[config.mk]
export PLATFORM = sky130hd
export DESIGN_NAME = datapath_sequencer
export DESIGN_NICKNAME = d
export VERILOG_FILES = /design/src/rtl/datapath_sequencer.sv
export SDC_FILE = /design/constraint.sdc
export NUM_CORES = 1
export LEC_CHECK = 0
export ABC_AREA = 1
export CAP_MARGIN = 10
export CORE_UTILIZATION = 40
export CTS_BUF_LIST = sky130_fd_sc_hd__clkbuf_2
export CTS_CLUSTER_SIZE = 40
export DETAILED_ROUTE_END_ITERATION = 12
export GPL_TIMING_DRIVEN = 0
export PLACE_DENSITY_LB_ADDON = 0.08
export SLEW_MARGIN = 10
export SYNTH_ARGS = -nofsm -noshare
export SYNTH_HDL_FRONTEND = slang
export SYNTH_SLANG_ARGS = --single-unit
[constraint.sdc]
create_clock -name clk -period 1.15 [get_ports clk]
set_clock_uncertainty 0.1 [all_clocks]
set_input_delay 0.23 -clock clk [delete_from_list [all_inputs] [get_ports clk]]
set_output_delay 0.23 -clock clk [all_outputs]
set_load 0.03 [all_outputs]
[src/rtl/datapath_sequencer.sv]
// datapath_sequencer: accepts one command per Cmd_Valid/Cmd_Ready handshake and sequences rs/rt/rd/ALU_OP/wr_data_s/Write_Reg/Mem_Write into the datapath, capturing ZF/OF and pulsing Done
module datapath_sequencer #(
  parameter int LOAD_WAIT = 1
) (
  input  logic       clk,
  input  logic       Reset,
  input  logic       Cmd_Valid,
  output logic       Cmd_Ready,
  input  logic [1:0] Cmd_Op,
  input  logic [2:0] Cmd_ALU_OP,
  input  logic [4:0] Cmd_rs,
  input  logic [4:0] Cmd_rt,
  input  logic [4:0] Cmd_rd,
  input  logic       ZF,
  input  logic       OF,
  output logic [4:0] rs,
  output logic [4:0] rt,
  output logic [4:0] rd,
  output logic [2:0] ALU_OP,
  output logic [1:0] wr_data_s,
  output logic       Write_Reg,
  output logic       Mem_Write,
  output logic       Busy,
  output logic       Done,
  output logic       Flag_Z,
  output logic       Flag_O
);
  localparam logic [2:0] IDLE = 3'd0;
  localparam logic [2:0] EXEC = 3'd1;
  localparam logic [2:0] WAIT = 3'd2;
  localparam logic [2:0] WRITE = 3'd3;
  localparam logic [2:0] DONE = 3'd4;
  localparam logic [2:0] WAIT_INIT = 3'(LOAD_WAIT > 0 ? LOAD_WAIT - 1 : 0);
  logic [2:0] state, next, cnt;
  logic [1:0] op;
  always_comb
    next = state == IDLE  ? (Cmd_Valid ? EXEC : IDLE) :
           state == EXEC  ? (op == 2'b11 ? DONE : (op == 2'b01 && LOAD_WAIT > 0) ? WAIT : WRITE) :
           state == WAIT  ? (cnt == 3'd0 ? WRITE : WAIT) :
           state == WRITE ? DONE : IDLE;
  always_ff @(posedge clk)
    if (!Reset) begin
      state <= IDLE;
      op <= 2'b00;
      cnt <= 3'd0;
      rs <= 5'd0;
      rt <= 5'd0;
      rd <= 5'd0;
      ALU_OP <= 3'd0;
      wr_data_s <= 2'b00;
      Flag_Z <= 1'b0;
      Flag_O <= 1'b0;
    end else begin
      state <= next;
      if (state == IDLE && Cmd_Valid) begin
        op <= Cmd_Op;
        ALU_OP <= Cmd_ALU_OP;
        rs <= Cmd_rs;
        rt <= Cmd_rt;
        rd <= Cmd_rd;
        wr_data_s <= Cmd_Op == 2'b01 ? 2'b01 : 2'b00;
      end
      if (state == EXEC) begin
        Flag_Z <= ZF;
        Flag_O <= OF;
        cnt <= WAIT_INIT;
      end
      if (state == WAIT)
        cnt <= cnt - 3'd1;
    end
  assign Cmd_Ready = state == IDLE;
  assign Busy = state != IDLE;
  assign Done = state == DONE;
  assign Write_Reg = state == WRITE && !op[1] && rd != 5'd0;
  assign Mem_Write = state == WRITE && op == 2'b10;
endmodule

==> flow_summary_export.csv, run 1 <==
group,metric,value,unit
final_layout,fillCellCount,231,
setup_path,regToRegStartpoint,"state[0]",
placement,placed_area,1970,um^2
cts,cts_tree,"done",
run,drv_cap,0,
cts,worstSkewPairLatency,0.36,ns
detailed_routing,drt_wl_total,3.35,mm
setup_path,startpoint,"state[1]",
synthesis,synthCells,190,
die,die_h,58.9,um
global_routing,grt_max_degree,11,
final_layout,nNetsFinal,298,
sta,tns,-9.51,ns
global_routing,grt_overflow,0,
die,die-area,3470,um^2
placement,dpl.hpwl,2.06,mm
final_layout,final_cell_mix,"38 x nand2_1, 38 x nor2_1, 32 x buf_6",
sta,drv_slew,0,
status,outcome,"finished, violations left",
sta,layout_min_cycle_time,1.65,ns
detailed_routing,vias_per_cell,4.35,
cts,clockRootBuffer,"clkbuf_2",
sta,rsz0062_at_grt,"yes",
worst_hold_path,min_from,"Cmd_rd[4]",
die,die_w,58.9,um
cts,clk_pin_slew,0.16,ns
cts,clk_path_buf_depth,2,
placement,dpl.cell_count,284,
cts,clkSinkCount,29,
placement,dpl_worst_slack,-0.747,ns
detailed_routing,ant_nets,0,
setup_path,worstPathArrival,1.32,ns
power_and_ir_drop,p_per_area,1810,nW/um^2
global_routing,grt_pass1_wl,5.14,mm
die,io_pins,52,
synthesis,synth-xor-area-share,0,%
detailed_routing,wl_per_cell,10.6,um
setup_path,critical_path_class,"register to primary output",
final_layout,drive_gt1_share,45.6,%
synthesis,ys_seq_area_share,44.8,%
worst_hold_path,holdCritPathClass,"input port to register",
detailed_routing,drc,0,
placement,port_buffers,50,
power_and_ir_drop,power_leakage,1.10,nW
final_layout,insertedDiodeCount,0,
synthesis,syn-num-nets,217,
die,initial_core_util,42.5,%
sta,timing.final.crit_share,144,%
status,violations,"setup timing",
global_routing,grt_pass1_vias,1191,
setup_path,required,0.82,ns
synthesis,synthMuxAreaShare,0,%
setup_path,start_kind,"register",
power_and_ir_drop,irDropWorstVdd,1.17,mV
detailed_routing,drt_iter0_markers,43,
setup_path,crit_fanout,4,
sta,clock.fmax,606,MHz
synthesis,avgSynthCellArea,6.82,um^2
synthesis,synth_top_family_by_area,"simple AND/OR/NAND/NOR gates",
global_routing,antenna_found_initial,0,
sta,worst_slack,-0.501,ns
final_layout,utilization,77.2,%
sta,hold_viol_final,0,
final_layout,final_area,2360,um^2
detailed_routing,firstDrtPassIters,4,
placement,place.gp.congestion,0.745,
die,core,3050,um^2
die,fp-row-count,20,
detailed_routing,vias,1375,
synthesis,synthAdderAreaFrac,1.93,%
final_layout,fin_cells,316,
sta,report.final.setup_viol,53,
cts,h-tree-depth,2,
final_layout,area_growth,81.8,%
global_routing,grt_usage,20.4,%
synthesis,synthSimpleGateAreaFrac,36.1,%
synthesis,yosys_warnings,0,
synthesis,synth.distinct_cells,21,
synthesis,synth-compound-area-share,4.15,%
synthesis,syn_area,1300,um^2
synthesis,synth-seq-cells,29,
setup_path,cp-end-kind,"primary output",
cts,cts_buffers,5,
[sequential cells by signal (all words and copies together) (netlist names)]
| name | flops |
|---|---|
| wr_data_s | 1 |
| rt | 5 |
| rs | 5 |
| ALU_OP | 3 |
| state | 3 |
| Flag_O | 1 |
| rd | 5 |
| cnt | 3 |
| op | 2 |
| Flag_Z | 1 |
[layout make-up]
cell class | instances | area [um^2] | area share [%]
Buffer | 8 | 80.1 | 3.40
Clock buffer | 6 | 30.0 | 1.27
Clock inverter | 2 | 33.8 | 1.43
Inverter | 30 | 119 | 5.05
Multi-Input combinational cell | 123 | 688 | 29.2
Sequential cell | 29 | 626 | 26.6
Tap cell | 44 | 55.1 | 2.34
Timing Repair Buffer | 74 | 724 | 30.7
[final timing paths]
check,end,slack (ns),depth (start not counted)
setup / recovery,Mem_Write,-0.50,4
hold / removal,rd[4],0.32,3
setup reg to reg,op[1],-0.31,7
hold reg to reg,Flag_O,0.38,2
[synthesized netlist by cell type]
cell / count / area share [%]
a211oi_1: 1 / 0.58
a21oi_1: 8 / 3.1
a31oi_1: 1 / 0.48
buf_2: 3 / 1.2
buf_4: 1 / 0.58
buf_6: 2 / 1.7
clkbuf_1: 2 / 0.58
conb_1: 1 / 0.29
dfxtp_1: 29 / 45
ha_1: 2 / 1.9
inv_1: 30 / 8.7
nand2_1: 50 / 14
nand3_1: 9 / 3.5
nand3_2: 2 / 1.5
nand3b_1: 3 / 1.7
nand4_1: 2 / 0.97
nor2_1: 39 / 11
nor2_2: 1 / 0.48
nor2_4: 1 / 0.87
nor3_1: 2 / 0.77
nor4_1: 1 / 0.48
[power by group]
group	internal, W	leakage (nW)	switching [W]	total (W)
clock	0.000372	0.0406	0.000351	0.000723
sequential	0.00122	0.250	0.000138	0.00136
combinational	0.00104	0.810	0.00114	0.00218
total	0.00263	1.10	0.00162	0.00425
[critical path: stages (launching register included)]
cell and delay (ns):
dfxtp_4 0.41, inv_4 0.04, buf_8 0.12, nor4_4 0.20, buf_4 0.19
[metrics by stage]
| step | power, W | hold WS, ns |
|---|---|---|
| after global placement | 0.00300 | 0.354 |
| final | 0.00425 | 0.319 |
| after CTS | 0.00404 | 0.301 |
| after floorplan | 0.00245 | 0.237 |
| after detailed placement | 0.00300 | 0.357 |
| after global routing | 0.00454 | 0.291 |
[layer usage]
metal	vias to the layer above	share of wire, %	wire [um]	GRT usage, %
met1	604	46	1530	24.3
met4	0	1.9	65	8.16
met3	7	4.5	152	8.13
met2	31	48	1600	32.6
met5	-	0	0	0
li1	733	-	-	-
[timing repair]
action / CTS / global route
pin swaps: 5 / 10
resized for setup: 207 / 26
buffers inserted: 14 / 10
setup endpoints to repair: 52 / 55
cloned: 0 / 2
hold buffers: 0 / 0
[cell families after synthesis]
kind of cell / Yosys count
buffers and inverters: 38
DFF: 29
AOI/OAI and AO/OA: 10
other: 1
and+or+nand+nor: 110
adders and majority gates: 2
Power figures use the tool's default switching activity.
==> run 2: changes to the inputs <==
HOLD_SLACK_MARGIN = 0.03   (was unset)
SLEW_MARGIN = 25   (was 10)
==> results of run 2 <==
Same layout as run 1: the final DEF is identical, and so are final timing and power.
